### src/rtl/qbus_pkg.sv
// qbus_pkg: shared FSM states, address-width constants and byte-lane select encoding for the Q-bus bridge
package qbus_pkg;
    typedef enum logic [2:0] {IDLE, RD, WSET, WR, IAK, DRV, HOLD} state_t;
    localparam int AW_STD = 16;
    localparam int AW_EXT = 22;
    localparam logic [1:0] SEL_WORD = 2'b11;
    function automatic logic [1:0] sel_enc(input logic byte_en, input logic a0);
        return byte_en ? {a0, ~a0} : SEL_WORD;
    endfunction
endpackage

### src/rtl/qbus_wb_bridge_if.sv
// qbus_wb_bridge_if: Wishbone data master and interrupt-vector fetch port of the Q-bus bridge
interface qbus_wb_bridge_if
    import qbus_pkg::*;
#(
    parameter int AW = AW_STD
);
    logic [AW-1:0] wbm_adr_o;
    logic [15:0] wbm_dat_o;
    logic [15:0] wbm_dat_i;
    logic wbm_cyc_o;
    logic wbm_stb_o;
    logic wbm_we_o;
    logic [1:0] wbm_sel_o;
    logic wbm_ack_i;
    logic [15:0] wbi_dat_i;
    logic wbi_stb_o;
    logic wbi_ack_i;
    modport master (
        output wbm_adr_o, wbm_dat_o, wbm_cyc_o, wbm_stb_o, wbm_we_o, wbm_sel_o, wbi_stb_o,
        input wbm_dat_i, wbm_ack_i, wbi_dat_i, wbi_ack_i
    );
    modport slave (
        input wbm_adr_o, wbm_dat_o, wbm_cyc_o, wbm_stb_o, wbm_we_o, wbm_sel_o, wbi_stb_o,
        output wbm_dat_i, wbm_ack_i, wbi_dat_i, wbi_ack_i
    );
endinterface

### src/rtl/qbus_clkgen.sv
// qbus_clkgen: divides vm_clk_p into the processor clock and flags the cycle it goes high
module qbus_clkgen #(
    parameter int DIV = 8
) (
    input logic vm_clk_p,
    input logic vm_rst_n,
    output logic qb_clk_o,
    output logic rise
);
    localparam int CW = $clog2(2 * DIV);
    localparam logic [CW-1:0] LAST = CW'(2 * DIV - 1);
    localparam logic [CW-1:0] HALF = CW'(DIV);
    logic [CW-1:0] cnt;
    logic [CW-1:0] cnt_n;
    logic rise_n;
    logic fall_n;
    assign cnt_n = (cnt == LAST) ? '0 : cnt + 1'b1;
    assign rise_n = cnt_n == HALF;
    assign fall_n = cnt_n == '0;
    assign rise = cnt == HALF;
    // clock output is registered from the next-count strobes so it tracks cnt without glitches
    always_ff @(posedge vm_clk_p or negedge vm_rst_n) begin
        if (!vm_rst_n) begin
            cnt <= '0;
            qb_clk_o <= 1'b0;
        end else begin
            cnt <= cnt_n;
            qb_clk_o <= rise_n ? 1'b1 : fall_n ? 1'b0 : qb_clk_o;
        end
    end
endmodule

### src/rtl/qbus_wb_bridge.sv
// qbus_wb_bridge: Q-bus slave that turns DATI/DATO/IAK bus cycles into Wishbone transfers
module qbus_wb_bridge
    import qbus_pkg::*;
#(
    parameter int AW = AW_STD,
    parameter int DIV = 8,
    parameter int SYNC_N = 2,
    parameter int WDLY = 2,
    parameter int TMO = 255,
    parameter int NIRQ = 4
) (
    input logic vm_clk_p,
    input logic vm_rst_n,
    input logic [AW-1:0] qb_ad_i,
    output logic [AW-1:0] qb_ad_o,
    output logic qb_ad_oe,
    input logic [4:0] qb_ctl_i,
    output logic qb_clk_o,
    output logic qb_rply_o,
    input logic [NIRQ-1:0] irq_i,
    output logic [NIRQ-1:0] qb_irq_o,
    output logic err_o,
    qbus_wb_bridge_if.master wb
);
    localparam logic [7:0] WDLY_L = 8'(WDLY);
    localparam logic [15:0] TMO_L = 16'(TMO);
    logic rise;
    logic [SYNC_N-1:0][4:0] ctl_q;
    logic iako, wtbt, dout, din, sync, sync_d;
    logic [AW-1:0] adr;
    state_t state, state_n;
    logic oe, oe_n, rply, rply_n, nrply, nrply_n, iak, iak_n, err, err_n;
    logic [1:0] sel, sel_n;
    logic [15:0] wdat, wdat_n, rdat, rdat_n;
    logic [7:0] dcnt, dcnt_n;
    logic [15:0] tcnt, tcnt_n;
    qbus_clkgen #(.DIV(DIV)) u_clkgen (
        .vm_clk_p(vm_clk_p),
        .vm_rst_n(vm_rst_n),
        .qb_clk_o(qb_clk_o),
        .rise(rise)
    );
    assign {iako, wtbt, dout, din, sync} = ctl_q[SYNC_N-1];
    always_ff @(posedge vm_clk_p or negedge vm_rst_n) begin
        if (!vm_rst_n) begin
            ctl_q <= '0;
            sync_d <= 1'b0;
            adr <= '0;
            qb_rply_o <= 1'b0;
            qb_irq_o <= '0;
        end else begin
            ctl_q <= {ctl_q[SYNC_N-2:0], qb_ctl_i};
            sync_d <= sync;
            if (sync && !sync_d)
                adr <= qb_ad_i;
            if (rise) begin
                qb_rply_o <= rply;
                qb_irq_o <= irq_i;
            end
        end
    end
    always_ff @(posedge vm_clk_p or negedge vm_rst_n) begin
        if (!vm_rst_n) begin
            state <= IDLE;
            oe <= 1'b0;
            rply <= 1'b0;
            nrply <= 1'b0;
            iak <= 1'b0;
            err <= 1'b0;
            sel <= '0;
            wdat <= '0;
            rdat <= '0;
            dcnt <= '0;
            tcnt <= '0;
        end else begin
            state <= state_n;
            oe <= oe_n;
            rply <= rply_n;
            nrply <= nrply_n;
            iak <= iak_n;
            err <= err_n;
            sel <= sel_n;
            wdat <= wdat_n;
            rdat <= rdat_n;
            dcnt <= dcnt_n;
            tcnt <= tcnt_n;
        end
    end
    // interrupt acknowledge runs with SYNC negated, so only non-IAK cycles abort on SYNC loss
    always_comb begin
        state_n = state;
        oe_n = oe;
        rply_n = rply;
        nrply_n = nrply;
        iak_n = iak;
        err_n = 1'b0;
        sel_n = sel;
        wdat_n = wdat;
        rdat_n = rdat;
        dcnt_n = '0;
        tcnt_n = '0;
        if (state != IDLE && !sync && !iak) begin
            state_n = IDLE;
            oe_n = 1'b0;
            rply_n = 1'b0;
            nrply_n = 1'b0;
        end else begin
            case (state)
                IDLE: begin
                    if (sync && din) begin
                        state_n = RD;
                        sel_n = SEL_WORD;
                    end else if (sync && dout) begin
                        state_n = WSET;
                    end else if (iako && din && !sync) begin
                        state_n = IAK;
                        iak_n = 1'b1;
                    end
                end
                RD, WR, IAK: begin
                    tcnt_n = tcnt + 16'd1;
                    if ((state == IAK) ? wb.wbi_ack_i : wb.wbm_ack_i) begin
                        rdat_n = (state == IAK) ? wb.wbi_dat_i : (state == RD) ? wb.wbm_dat_i : rdat;
                        state_n = (state == WR) ? HOLD : DRV;
                        oe_n = state != WR;
                        rply_n = state == WR;
                    end else if (TMO != 0 && tcnt + 16'd1 == TMO_L) begin
                        state_n = HOLD;
                        nrply_n = 1'b1;
                        err_n = 1'b1;
                    end
                end
                WSET: begin
                    dcnt_n = dcnt + 8'd1;
                    if (dcnt + 8'd1 >= WDLY_L) begin
                        wdat_n = qb_ad_i[15:0];
                        sel_n = sel_enc(wtbt, adr[0]);
                        state_n = WR;
                    end
                end
                DRV: begin
                    rply_n = 1'b1;
                    state_n = HOLD;
                end
                HOLD: begin
                    // after a timeout the processor traps on missing RPLY and ends the cycle by dropping SYNC
                    if (nrply ? !sync : (!din && !dout)) begin
                        state_n = IDLE;
                        oe_n = 1'b0;
                        rply_n = 1'b0;
                        nrply_n = 1'b0;
                        iak_n = 1'b0;
                    end
                end
                default: state_n = IDLE;
            endcase
        end
    end
    assign wb.wbm_cyc_o = state == RD || state == WR;
    assign wb.wbm_stb_o = state == RD || state == WR;
    assign wb.wbm_we_o = state == WR;
    assign wb.wbm_sel_o = sel;
    assign wb.wbm_adr_o = adr;
    assign wb.wbm_dat_o = wdat;
    assign wb.wbi_stb_o = state == IAK;
    assign qb_ad_o = AW'(rdat);
    assign qb_ad_oe = oe;
    assign err_o = err;
endmodule
### src/flat_wrapper.sv
// flat-port wrapper written by rule: the top's interface ports become plain ports
module qbus_wb_bridge_flat import qbus_pkg::*;
#(
    parameter int AW = AW_STD,
    parameter int DIV = 8,
    parameter int SYNC_N = 2,
    parameter int WDLY = 2,
    parameter int TMO = 255,
    parameter int NIRQ = 4
)
  (vm_clk_p, vm_rst_n, qb_ad_i, qb_ad_o, qb_ad_oe, qb_ctl_i, qb_clk_o, qb_rply_o, irq_i, qb_irq_o, err_o, wb_wbm_adr_o, wb_wbm_dat_o, wb_wbm_cyc_o, wb_wbm_stb_o, wb_wbm_we_o, wb_wbm_sel_o, wb_wbi_stb_o, wb_wbm_dat_i, wb_wbm_ack_i, wb_wbi_dat_i, wb_wbi_ack_i);
  qbus_wb_bridge_if #(.AW(AW)) wb_i ();
  input logic vm_clk_p;
  input logic vm_rst_n;
  input logic [AW-1:0] qb_ad_i;
  output logic [AW-1:0] qb_ad_o;
  output logic qb_ad_oe;
  input logic [4:0] qb_ctl_i;
  output logic qb_clk_o;
  output logic qb_rply_o;
  input logic [NIRQ-1:0] irq_i;
  output logic [NIRQ-1:0] qb_irq_o;
  output logic err_o;
  output wire logic [$bits(wb_i.wbm_adr_o)-1:0] wb_wbm_adr_o;
  output wire logic [$bits(wb_i.wbm_dat_o)-1:0] wb_wbm_dat_o;
  output wire logic [$bits(wb_i.wbm_cyc_o)-1:0] wb_wbm_cyc_o;
  output wire logic [$bits(wb_i.wbm_stb_o)-1:0] wb_wbm_stb_o;
  output wire logic [$bits(wb_i.wbm_we_o)-1:0] wb_wbm_we_o;
  output wire logic [$bits(wb_i.wbm_sel_o)-1:0] wb_wbm_sel_o;
  output wire logic [$bits(wb_i.wbi_stb_o)-1:0] wb_wbi_stb_o;
  input wire logic [$bits(wb_i.wbm_dat_i)-1:0] wb_wbm_dat_i;
  input wire logic [$bits(wb_i.wbm_ack_i)-1:0] wb_wbm_ack_i;
  input wire logic [$bits(wb_i.wbi_dat_i)-1:0] wb_wbi_dat_i;
  input wire logic [$bits(wb_i.wbi_ack_i)-1:0] wb_wbi_ack_i;
  assign wb_wbm_adr_o = wb_i.wbm_adr_o;
  assign wb_wbm_dat_o = wb_i.wbm_dat_o;
  assign wb_wbm_cyc_o = wb_i.wbm_cyc_o;
  assign wb_wbm_stb_o = wb_i.wbm_stb_o;
  assign wb_wbm_we_o = wb_i.wbm_we_o;
  assign wb_wbm_sel_o = wb_i.wbm_sel_o;
  assign wb_wbi_stb_o = wb_i.wbi_stb_o;
  assign wb_i.wbm_dat_i = wb_wbm_dat_i;
  assign wb_i.wbm_ack_i = wb_wbm_ack_i;
  assign wb_i.wbi_dat_i = wb_wbi_dat_i;
  assign wb_i.wbi_ack_i = wb_wbi_ack_i;
  qbus_wb_bridge #(.AW(AW), .DIV(DIV), .SYNC_N(SYNC_N), .WDLY(WDLY), .TMO(TMO), .NIRQ(NIRQ)) u_core (.vm_clk_p(vm_clk_p), .vm_rst_n(vm_rst_n), .qb_ad_i(qb_ad_i), .qb_ad_o(qb_ad_o), .qb_ad_oe(qb_ad_oe), .qb_ctl_i(qb_ctl_i), .qb_clk_o(qb_clk_o), .qb_rply_o(qb_rply_o), .irq_i(irq_i), .qb_irq_o(qb_irq_o), .err_o(err_o), .wb(wb_i));
endmodule
### config.mk
export PLATFORM = sky130hd
export DESIGN_NAME = qbus_wb_bridge_flat
export DESIGN_NICKNAME = d
export VERILOG_FILES = /design/src/rtl/qbus_pkg.sv /design/src/rtl/qbus_wb_bridge_if.sv /design/src/rtl/qbus_clkgen.sv /design/src/rtl/qbus_wb_bridge.sv /design/src/flat_wrapper.sv
export SDC_FILE = /design/constraint.sdc
export NUM_CORES = 1
export LEC_CHECK = 0
export ABC_AREA = 1
export BUFFER_PORTS_ARGS = -buffer_cell sky130_fd_sc_hd__buf_2
export CAP_MARGIN = 20
export CELL_PAD_IN_SITES_DETAIL_PLACEMENT = 0
export CELL_PAD_IN_SITES_GLOBAL_PLACEMENT = 2
export CORE_UTILIZATION = 32
export CTS_BUF_LIST = sky130_fd_sc_hd__clkbuf_2
export DETAILED_ROUTE_END_ITERATION = 7
export HOLD_SLACK_MARGIN = 0.15
export PLACE_DENSITY = 0.86
export SETUP_SLACK_MARGIN = 0.15
export SLEW_MARGIN = 0
export SYNTH_ARGS = -nofsm -noshare
export SYNTH_HDL_FRONTEND = slang
export SYNTH_SLANG_ARGS = --single-unit
export TNS_END_PERCENT = 100
### constraint.sdc
create_clock -name vm_clk_p -period 1.97 [get_ports vm_clk_p]
set_input_delay 0.197 -clock vm_clk_p [delete_from_list [all_inputs] [get_ports vm_clk_p]]
set_output_delay 0.197 -clock vm_clk_p [all_outputs]
set_load 0.02 [all_outputs]
* Word level (Yosys, flattened, before mapping) *
Cells that the tools add are included.

operators by class
  $add $sub $neg = 3
  magnitude comparators = 1
  eq/ne operators = 24
  muxes and demuxes = 44
  bitwise operators = 2
  reduce and logical (&&, ||, !) cells = 32

operators with widths
  operator                                                                number
  16-bit two-way mux                                                      4
  3-bit two-way mux                                                       8
  1-bit two-way mux                                                       19
  16-bit by 1-bit adder with 16-bit output, second input constant         1
  16-bit by 8-bit equality test with 1-bit output, second input constant  1
  8-bit two-way mux                                                       2
  4-bit AND reduction                                                     4
  3-bit case mux with 5 select lines                                      1
  4-bit equality test, second input constant                              3
  3-bit by 1-bit != test with 1-bit output, second input constant         4
  3-bit equality test, second input constant                              3
  3-bit AND reduction                                                     3
  8-bit by 1-bit adder with 8-bit output, second input constant           1
  8-bit by 2-bit >= comparator with 1-bit output, second input constant   1
  1-bit logical AND                                                       8
  2-bit two-way mux                                                       4
  2-bit by 1-bit != test with 1-bit output, second input constant         4
  2-bit nonzero test                                                      4
  3-bit by 2-bit equality test with 1-bit output, second input constant   2
  3-bit by 2-bit != test with 1-bit output, second input constant         2
  1-bit case mux with 2 select lines                                      3
  6-bit AND reduction                                                     1
  3-bit nonzero test                                                      2
  1-bit logical NOT                                                       5
  other kinds (14)                                                        16

word-level totals
  register bits = 103
  bits of input ports = 61
  output and inout port bits = 62

* Depth between registers and ports, before layout *
Gate-level depths: netlist (run 1).

  depth in word-level cells = 7
  mapped depth = 15

* Modules after synthesis *
A second synthesis (run 1) with hierarchy kept.

unflattened totals
  cells, all modules = 540
  area total of the unflattened synthesis = 4677.0 µm²

modules (own cells, without submodules)
  module          times used  cells each  area an instance (µm²)  sequential area each (µm²)
  qbus_wb_bridge  1           514         4449.3                  2452.4
  qbus_clkgen     1           26          227.7                   125.1

* Worst setup path after synthesis (run 1) *
OpenSTA, ideal clock, no wires.

  kind = register -> register
  start point = reg u_core.tcnt[1]
  end point = reg u_core.state[1]
  data arrival time = 1580 ps
  required time = 1853 ps
  setup slack = 274 ps
  cell stages (with the launch flop) = 15
  path buffers = 0
  cells stage by stage = dfrtp_1 > ha_1 > nand2_1 > nor2_4 > nand3_1 > nand2_1 > nand2_1 > nor2_1 > nand3_1 > nor2_2 > nand2_1 > nand2_2 > nand2_2 > nand2_1 > nand2_1

between the ends
  word-level cells in the longest chain between the ends = 4

RTL lines
  what                                                       RTL line               text
  start, declared                                            qbus_wb_bridge.sv:36   logic [15:0] tcnt, tcnt_n;
  start signal, assigned                                     qbus_wb_bridge.sv:86   tcnt <= tcnt_n;
  16-bit by 1-bit adder with 16-bit output                   qbus_wb_bridge.sv:127  end else if (TMO != 0 && tcnt + 16'd1 == TMO_L) begin
  16-bit by 8-bit equality test with 1-bit output            qbus_wb_bridge.sv:127
  4-bit by 1-bit != test with 1-bit output (no source line)  --
  4-bit AND reduction (no source line)                       --
  end signal, assigned                                       qbus_wb_bridge.sv:76   state <= state_n;
  end, declared                                              qbus_wb_bridge.sv:31   state_t state, state_n;

No other way between the ends.
A chain may end at the register's enable or synchronous reset.

* Worst setup path after layout (run 1) *
  start point = reg u_core.dcnt[1]
  end point = reg u_core.wdat[7], in the netlist u_core.wb.wbm_dat_o[7]

between the ends
  word-level cells in the longest chain between the ends = 3

RTL lines
  what                                            RTL line               text
  start, declared                                 qbus_wb_bridge.sv:35   logic [7:0] dcnt, dcnt_n;
  start signal, assigned                          qbus_wb_bridge.sv:85   dcnt <= dcnt_n;
  8-bit by 1-bit adder with 8-bit output          qbus_wb_bridge.sv:135  if (dcnt + 8'd1 >= WDLY_L) begin
  8-bit by 2-bit >= comparator with 1-bit output  qbus_wb_bridge.sv:135
  3-bit AND reduction (no source line)            --
  end signal, assigned                            qbus_wb_bridge.sv:83   wdat <= wdat_n;
  end, declared                                   qbus_wb_bridge.sv:34   logic [15:0] wdat, wdat_n, rdat, rdat_n;

No other way between the ends.

==> impl_metrics.py, run 1 <==
metrics = {
    "run_status": {
        "outcome": "finished clean",
    },
    "synth": {
        "synth-compound-area-share_pct": 8.65,
        "ys_top_cells_by_count": "nand2_1, dfrtp_1, nor2_1",
        "synth-simple-area-share_pct": 24.1,
        "synth_area_um2": 4670,
        "ys_seq_area_share_pct": 55.2,
        "synth.area.top_cells": "dfrtp_1, nand2_1, nor2_1",
        "synth_top_family_by_area": "simple AND/OR/NAND/NOR gates",
        "async_reset_ff_share_pct": 100,
        "synth_nets": 608,
        "ys_ff_latch": 103,
        "synthCells": 541,
        "synth_top_area_share_pct": 55.2,
        "yosys.cell_count.top_type": "nand2_1",
        "syn_area_per_cell_um2": 8.64,
        "synth_xor_area_share_pct": 1.87,
        "yosys_warnings": 0,
        "synthFlopType": "dfrtp_1",
        "synth-edff-count": 0,
        "ys_types": 32,
        "synth_adder_area_share_pct": 1.61,
        "muxShareOfSynthArea_pct": 1.42,
        "synth_top_area_cell": "dfrtp_1",
    },
    "timing": {
        "relSlewSlack_pct": 63.5,
        "fin_ws_ns": 0.104,
        "finClkSkew_ns": 0.0457,
        "finalSetupTns_ns": 0,
        "fin_hold_ws_ns": 0.229,
        "max_freq_ghz": 0.536,
        "min_period_ns": 1.87,
        "rsz0062_at_grt": "true",
        "worstMarginPinSlew_ns": 0.547,
        "setup_viol": 0,
        "hold_viol": 0,
        "drv_slew": 0,
        "fin_crit_sh_pct": 94.7,
    },
    "routing": {
        "drtIter0Drc": 201,
        "via_count": 4263,
        "ant_nets": 0,
        "finalWirelength_um": 12300,
        "drc": 0,
        "dr.pass1.iters": 4,
        "viasPerCell": 4.58,
        "wl_per_cell_um": 13.2,
    },
    "cells_and_area": {
        "nNetsFinal": 814,
        "fin_area_um2": 6810,
        "area_growth_pct": 45.8,
        "layout-drive-gt1-share_pct": 35.2,
        "num_antenna_cells": 0,
        "fin_cells": 931,
    },
    "placement": {
        "io_buffers": 122,
        "dpl.cell_count": 838,
        "place_area_um2": 5510,
        "preCtsSetupSlack_ns": 0.0111,
        "place_hpwl_um": 7560,
        "gp_congestion": 0.807,
    },
    "global_route": {
        "grt_pass1_wl_um": 19200,
        "first_global_vias": 4151,
        "antenna_found_initial": 0,
        "grt_max_degree": 45,
        "grt-busiest-layer": "met2",
        "grtUsageMet1_pct": 19.1,
        "grt_use_total_pct": 16.2,
        "use_met3_pct": 5.58,
        "use_met2_pct": 28.5,
        "overflow": 0,
    },
    "clock_tree": {
        "clock_latency_ns": 0.62,
        "cts_buffers": 9,
        "root_buffer": "clkbuf_2",
        "clockBufferDepth": 2,
        "clk_pin_slew_ns": 0.27,
        "cts_max_level": 3,
        "cts.sinks": 103,
        "cts_tree": "built",
    },
    "critical_path": {
        "arrival_ns": 2.42,
        "end_kind": "register",
        "path_max_fanout": 8,
        "path_class": "reg -> reg",
        "cp.required_ns": 2.52,
        "r2r_slack_ns": 0.10,
        "setup.worst_path.start_class": "register",
    },
    "floorplanning": {
        "die_area_um2": 15100,
        "start_util_pct": 33.3,
        "die_x_um": 123,
        "ios": 123,
        "core-area_um2": 14000,
        "chipHeight_um": 123,
        "rows": 43,
    },
    "worst_hold_path": {
        "hp-class": "in -> reg",
    },
    "flow_run": {
        "cap_violations": 0,
    },
    "power": {
        "ir_drop_mv": 0.631,
        "p_per_area_nw_per_um2": 1100,
        "p_leak_nw": 3.26,
    },
}
-- path summary, 6_finish.rpt --
| kind | startpoint | to | cells past startpoint |
|---|---|---|---|
| min reg2reg | u_core.ctl_q[3] | u_core.ctl_q[8] | 0 |
| max in group asynchronous | vm_rst_n | u_core.wb.wbm_dat_o[4] | 4 |
| max reg2reg | u_core.dcnt[1] | u_core.wb.wbm_dat_o[7] | 11 |
| min in group asynchronous | vm_rst_n | u_core.dcnt[4] | 4 |
| max | u_core.dcnt[1] | u_core.wb.wbm_dat_o[7] | 11 |
| min | qb_ctl_i[1] | u_core.ctl_q[1] | 2 |
-- sequential cells by signal (all words and copies together) (netlist names) --
register	cells
u_core.u_clkgen.cnt	4
u_core.rply	1
u_core.wb.wbm_dat_o	16
u_core.wb.wbm_adr_o	16
u_core.err_o	1
u_core.tcnt	16
u_core.iak	1
u_core.qb_ad_o	16
u_core.dcnt	8
u_core.u_clkgen.qb_clk_o	1
u_core.sync_d	1
u_core.qb_rply_o	1
u_core.qb_irq_o	4
u_core.nrply	1
u_core.qb_ad_oe	1
u_core.ctl_q	10
u_core.state	3
u_core.wb.wbm_sel_o	2
-- worst max-delay path, cell delays in order (launching register included) --
cell and delay (ns):
dfrtp_1 0.46, ha_2 0.22, nand2_2 0.08, nor2_4 0.17
xnor2_2 0.15, nand3_2 0.12, nor2_4 0.11, nand2_2 0.07
nand2_4 0.14, clkbuf_16 0.19, nand2_2 0.05, o21ai_1 0.06
-- per-layer routing --
layer / wire length (µm) / share of wire (%)
met1: 5260 / 43
met2: 6220 / 51
met3: 699 / 5.7
met4: 108 / 0.88
met5: 0 / 0
-- placed cells by master, fill, tap and decap left out, drive strengths merged --
master	netlist	routed
nand2	146	146
buf	10	143
dfrtp	103	103
nor2	72	72
dlygate4sd3	0	64
inv	59	63
o21ai	45	45
nand3	28	28
a31oi	18	18
clkbuf	6	13
a21oi	11	11
nand4	7	7
nor3	7	7
xor2	6	6
ha	6	6
mux2	5	5
xnor2	4	4
clkinvlp	0	3
nand3b	2	2
o21bai	1	1
or2	1	1
nor4	1	1
clkinv	2	1
mux2i	1	1
-- through the flow --
step                      util, %  power (mW)
after floorplan                 -        4.92
after detailed placement     39.3        5.89
after global routing         48.5        8.08
after global placement       39.3        5.85
after CTS                    45.3        7.00
final                        48.5        7.51
-- kinds of logic (layout without fill, tap and decap cells) --
family,after synthesis,count (layout)
AOI/OAI and AO/OA,75,75
adders and majority gates,6,6
xor gates and xnor gates,10,10
and+or+nand+nor,264,264
DFF,103,103
buffers and inverters,77,287
muxes,6,6
-- power by group --
group          leakage, nW  total [mW]  internal [mW]  switching [mW]
Sequential            1.28        3.01           2.63           0.374
Combinational         1.93        3.62           1.42            2.19
Clock               0.0507       0.881          0.172           0.709
-- timing repair --
action                                  CTS  global route
hold buffers                             65             0
endpoints found under the hold margin   163             0
pin swaps                                 3            29
gates cloned                              0             5
endpoints found under the setup margin   44            45
setup buffers                             5             3
resized for setup                        22           103
-- area by class of cell --
class	count	area, µm²
clock inverters	4	31.3
fillers	1332	7230
multi-input cells	361	2130
repair inverters	2	12.5
clock buffers	11	55.1
repair buffers	209	1540
inverters	61	241
flip-flops and latches	103	2580
well taps	180	225
Power figures use the tool's default switching activity.
==> inputs of run 2 (changes only) <==
ABC_AREA = not set   (was 1)
CORE_UTILIZATION = 35   (was 32)
RECOVER_POWER = 25   (was not set)
==> run 2 against run 1 <==
The run now ends with setup timing left. Critical endpoint is now u_core.state[2]. Sequential cell count stayed put. Cell area up 7.8%. Via count down 3.3%. Largest power group unchanged.
==> impl_metrics.py, run 2 <==
metrics = {
    "routing": {
        "routed.top_layer": "met4",
        "dr.pass1.iters": 4,
        "drc": 0,
        "ant_nets": 0,
        "drtIter0Drc": 214,
        "viasPerCell": 4.72,
        "wl_met1_um": 5470,
        "routed-wl-met3_um": 689,
        "wl_met2_um": 6230,
        "finalWirelength_um": 12500,
        "wl_per_cell_um": 14.3,
        "via_count": 4124,
    },
    "placement": {
        "dpl.cell_count": 757,
        "place_area_um2": 6060,
        "gp_congestion": 0.880,
        "place_hpwl_um": 7690,
        "io_buffers": 122,
        "preCtsSetupSlack_ns": -0.335,
    },
    "timing": {
        "min_period_ns": 2.23,
        "setup_viol": 23,
        "max_freq_ghz": 0.449,
        "drv_slew": 0,
        "hold_viol": 0,
        "rsz0062_at_grt": "true",
        "finClkSkew_ns": 0.0372,
        "fin_ws_ns": -0.259,
        "fin_hold_ws_ns": 0.319,
        "relSlewSlack_pct": 26.0,
        "fin_crit_sh_pct": 113,
        "worstMarginPinSlew_ns": 1.11,
    },
    "critical_path": {
        "path_cells": "nand4_1 -> nor3_1 -> xnor2_1 -> o2111ai_2 -> nor4b_4 -> o21ai_2 -> mux2_4",
        "cp.required_ns": 2.50,
        "r2r_slack_ns": -0.26,
        "critical-path-slowest-cell": "dfrtp_1",
        "end_kind": "register",
        "rr_worst_depth": 7,
        "arrival_ns": 2.76,
        "setup.worst_path.start_class": "register",
        "path_max_fanout": 4,
        "r2r-end": "u_core.state[2]",
        "slowest_delay_ns": 0.49,
        "path_class": "reg -> reg",
        "rr_startpoint": "u_core.tcnt[5]",
    },
    "floorplanning": {
        "rows": 42,
        "chipHeight_um": 119,
        "die_x_um": 119,
        "ios": 123,
        "die_area_um2": 14100,
        "core-area_um2": 13300,
        "start_util_pct": 36.0,
    },
    "synth": {
        "synthFlopType": "dfrtp_1",
        "ys_seq_area_share_pct": 53.9,
        "ys_top_cells_by_count": "dfrtp_1, nor2_1, mux2_2",
        "synth_top_area_cell": "dfrtp_1",
        "ys_types": 59,
        "synthCells": 422,
        "syn_area_per_cell_um2": 11.3,
        "synth.area.top_cells": "dfrtp_1, mux2_2, nor2_1",
        "yosys_warnings": 0,
        "synth-edff-count": 0,
        "synth_area_um2": 4780,
        "synth_nets": 489,
        "async_reset_ff_share_pct": 100,
        "ys_ff_latch": 103,
        "yosys.cell_count.top_type": "dfrtp_1",
        "synth_top_area_share_pct": 53.9,
    },
    "worst_hold_path": {
        "hp-class": "in -> reg",
        "whs_endpoint": "u_core.wb.wbm_dat_o[3]",
        "worstHoldStart": "qb_ad_i[3]",
        "hold-path-cell-count": 3,
    },
    "flow_run": {
        "cap_violations": 0,
    },
    "clock_tree": {
        "root_buffer": "clkbuf_2",
        "clock_latency_ns": 0.62,
        "cts.sinks": 103,
        "cts_tree": "built",
        "cts_max_level": 3,
        "clk_pin_slew_ns": 0.31,
        "clockBufferDepth": 2,
        "cts_buffers": 9,
    },
    "cells_and_area": {
        "fin_cells": 874,
        "fin_area_um2": 7340,
        "layout-drive-gt1-share_pct": 46.5,
        "nNetsFinal": 759,
        "area_growth_pct": 53.6,
        "final_common_cell": "buf_2",
        "mostFrequentLayoutCells": "buf_2, dfrtp_1, buf_4",
    },
    "power": {
        "power.total_mw": 8.03,
        "ir_drop_mv": 0.818,
        "p_leak_nw": 3.41,
        "p_per_area_nw_per_um2": 1090,
    },
    "run_status": {
        "violations": "setup timing",
        "outcome": "finished, violations left",
    },
    "global_route": {
        "grt_pass1_wl_um": 19900,
        "grt_max_degree": 45,
        "antenna_found_initial": 0,
        "first_global_vias": 4199,
        "overflow": 0,
        "grt_use_total_pct": 17.5,
    },
}
run 2: area by class of cell:
class	instances	area, µm²
repair buffers	279	2100
clock buffers	10	50.0
clock inverters	6	48.8
multi-input cells	288	2290
flip-flops and latches	103	2590
diodes	1	2.50
fillers	1106	5950
inverters	11	41.3
well taps	176	220
run 2: stage by stage:
step	setup TNS, ns	utilization (%)
6_report	-2.81	55.2
5_1_grt	-5.99	55.2
4_1_cts	-2.38	52.4
3_5_place_dp	-2.39	45.6
3_3_place_gp	-1.55	45.6
2_1_floorplan	-0.691	-
run 2: per-layer routing:
layer | up-vias | GRT usage [%]
met2 | 113 | 29.5
met1 | 1994 | 21.5
met5 | - | 0
met4 | 0 | 4.11
met3 | 15 | 5.89
li1 | 2002 | -
run 2: power breakdown:
part           switching [mW]  leakage, nW  internal [mW]  total, mW
combinational            2.03         2.10           2.06       4.10
sequential              0.348         1.24           2.63       2.98
clock                   0.767       0.0629          0.192      0.959
run 2: worst max-delay path: cells and delay by family, from the launching register on:
kind / cells / cell delay (ns)
AO/OA/AOI/OAI: 2 / 0.31
XOR/XNOR: 1 / 0.21
flip-flops: 1 / 0.49
multiplexers: 1 / 0.30
AND/OR/NAND/NOR: 3 / 0.86
run 2: what timing repair did:
| item | in CTS | in global routing |
|---|---|---|
| hold endpoints to repair | 166 | 0 |
| hold buffers | 66 | 0 |
| setup endpoints to repair | 29 | 41 |
| pin swaps | 6 | 12 |
| setup buffers | 10 | 21 |
| resized for setup | 21 | 40 |
| gates cloned | 0 | 3 |
run 2: cells by family (layout without fill, tap and decap cells):
| family | count (synthesis) | in the layout | share of synthesized area [%] |
|---|---|---|---|
| muxes | 60 | 60 | 13.7 |
| AOI/OAI and AO/OA | 56 | 56 | 7.56 |
| buffers and inverters | 31 | 306 | 3.14 |
| other | 0 | 1 | 0 |
| DFF | 103 | 103 | 53.9 |
| xor gates and xnor gates | 24 | 24 | 4.40 |
| and+or+nand+nor | 142 | 142 | 15.7 |
| adders and majority gates | 6 | 6 | 1.57 |
run 2: how the worst max path moves through the flow:
stage	from	to	slack, ns	depth (start not counted)
6_report	u_core.tcnt[5]	u_core.state[2]	-0.26	7
5_1_grt	u_core.tcnt[0]	u_core.state[2]	-0.37	10
4_1_cts	u_core.tcnt[0]	u_core.state[2]	-0.20	7
3_5_place_dp	u_core.tcnt[7]	u_core.state[2]	-0.33	7
3_3_place_gp	u_core.tcnt[7]	u_core.state[2]	-0.19	7
2_1_floorplan	u_core.tcnt[4]	u_core.state[2]	-0.11	7
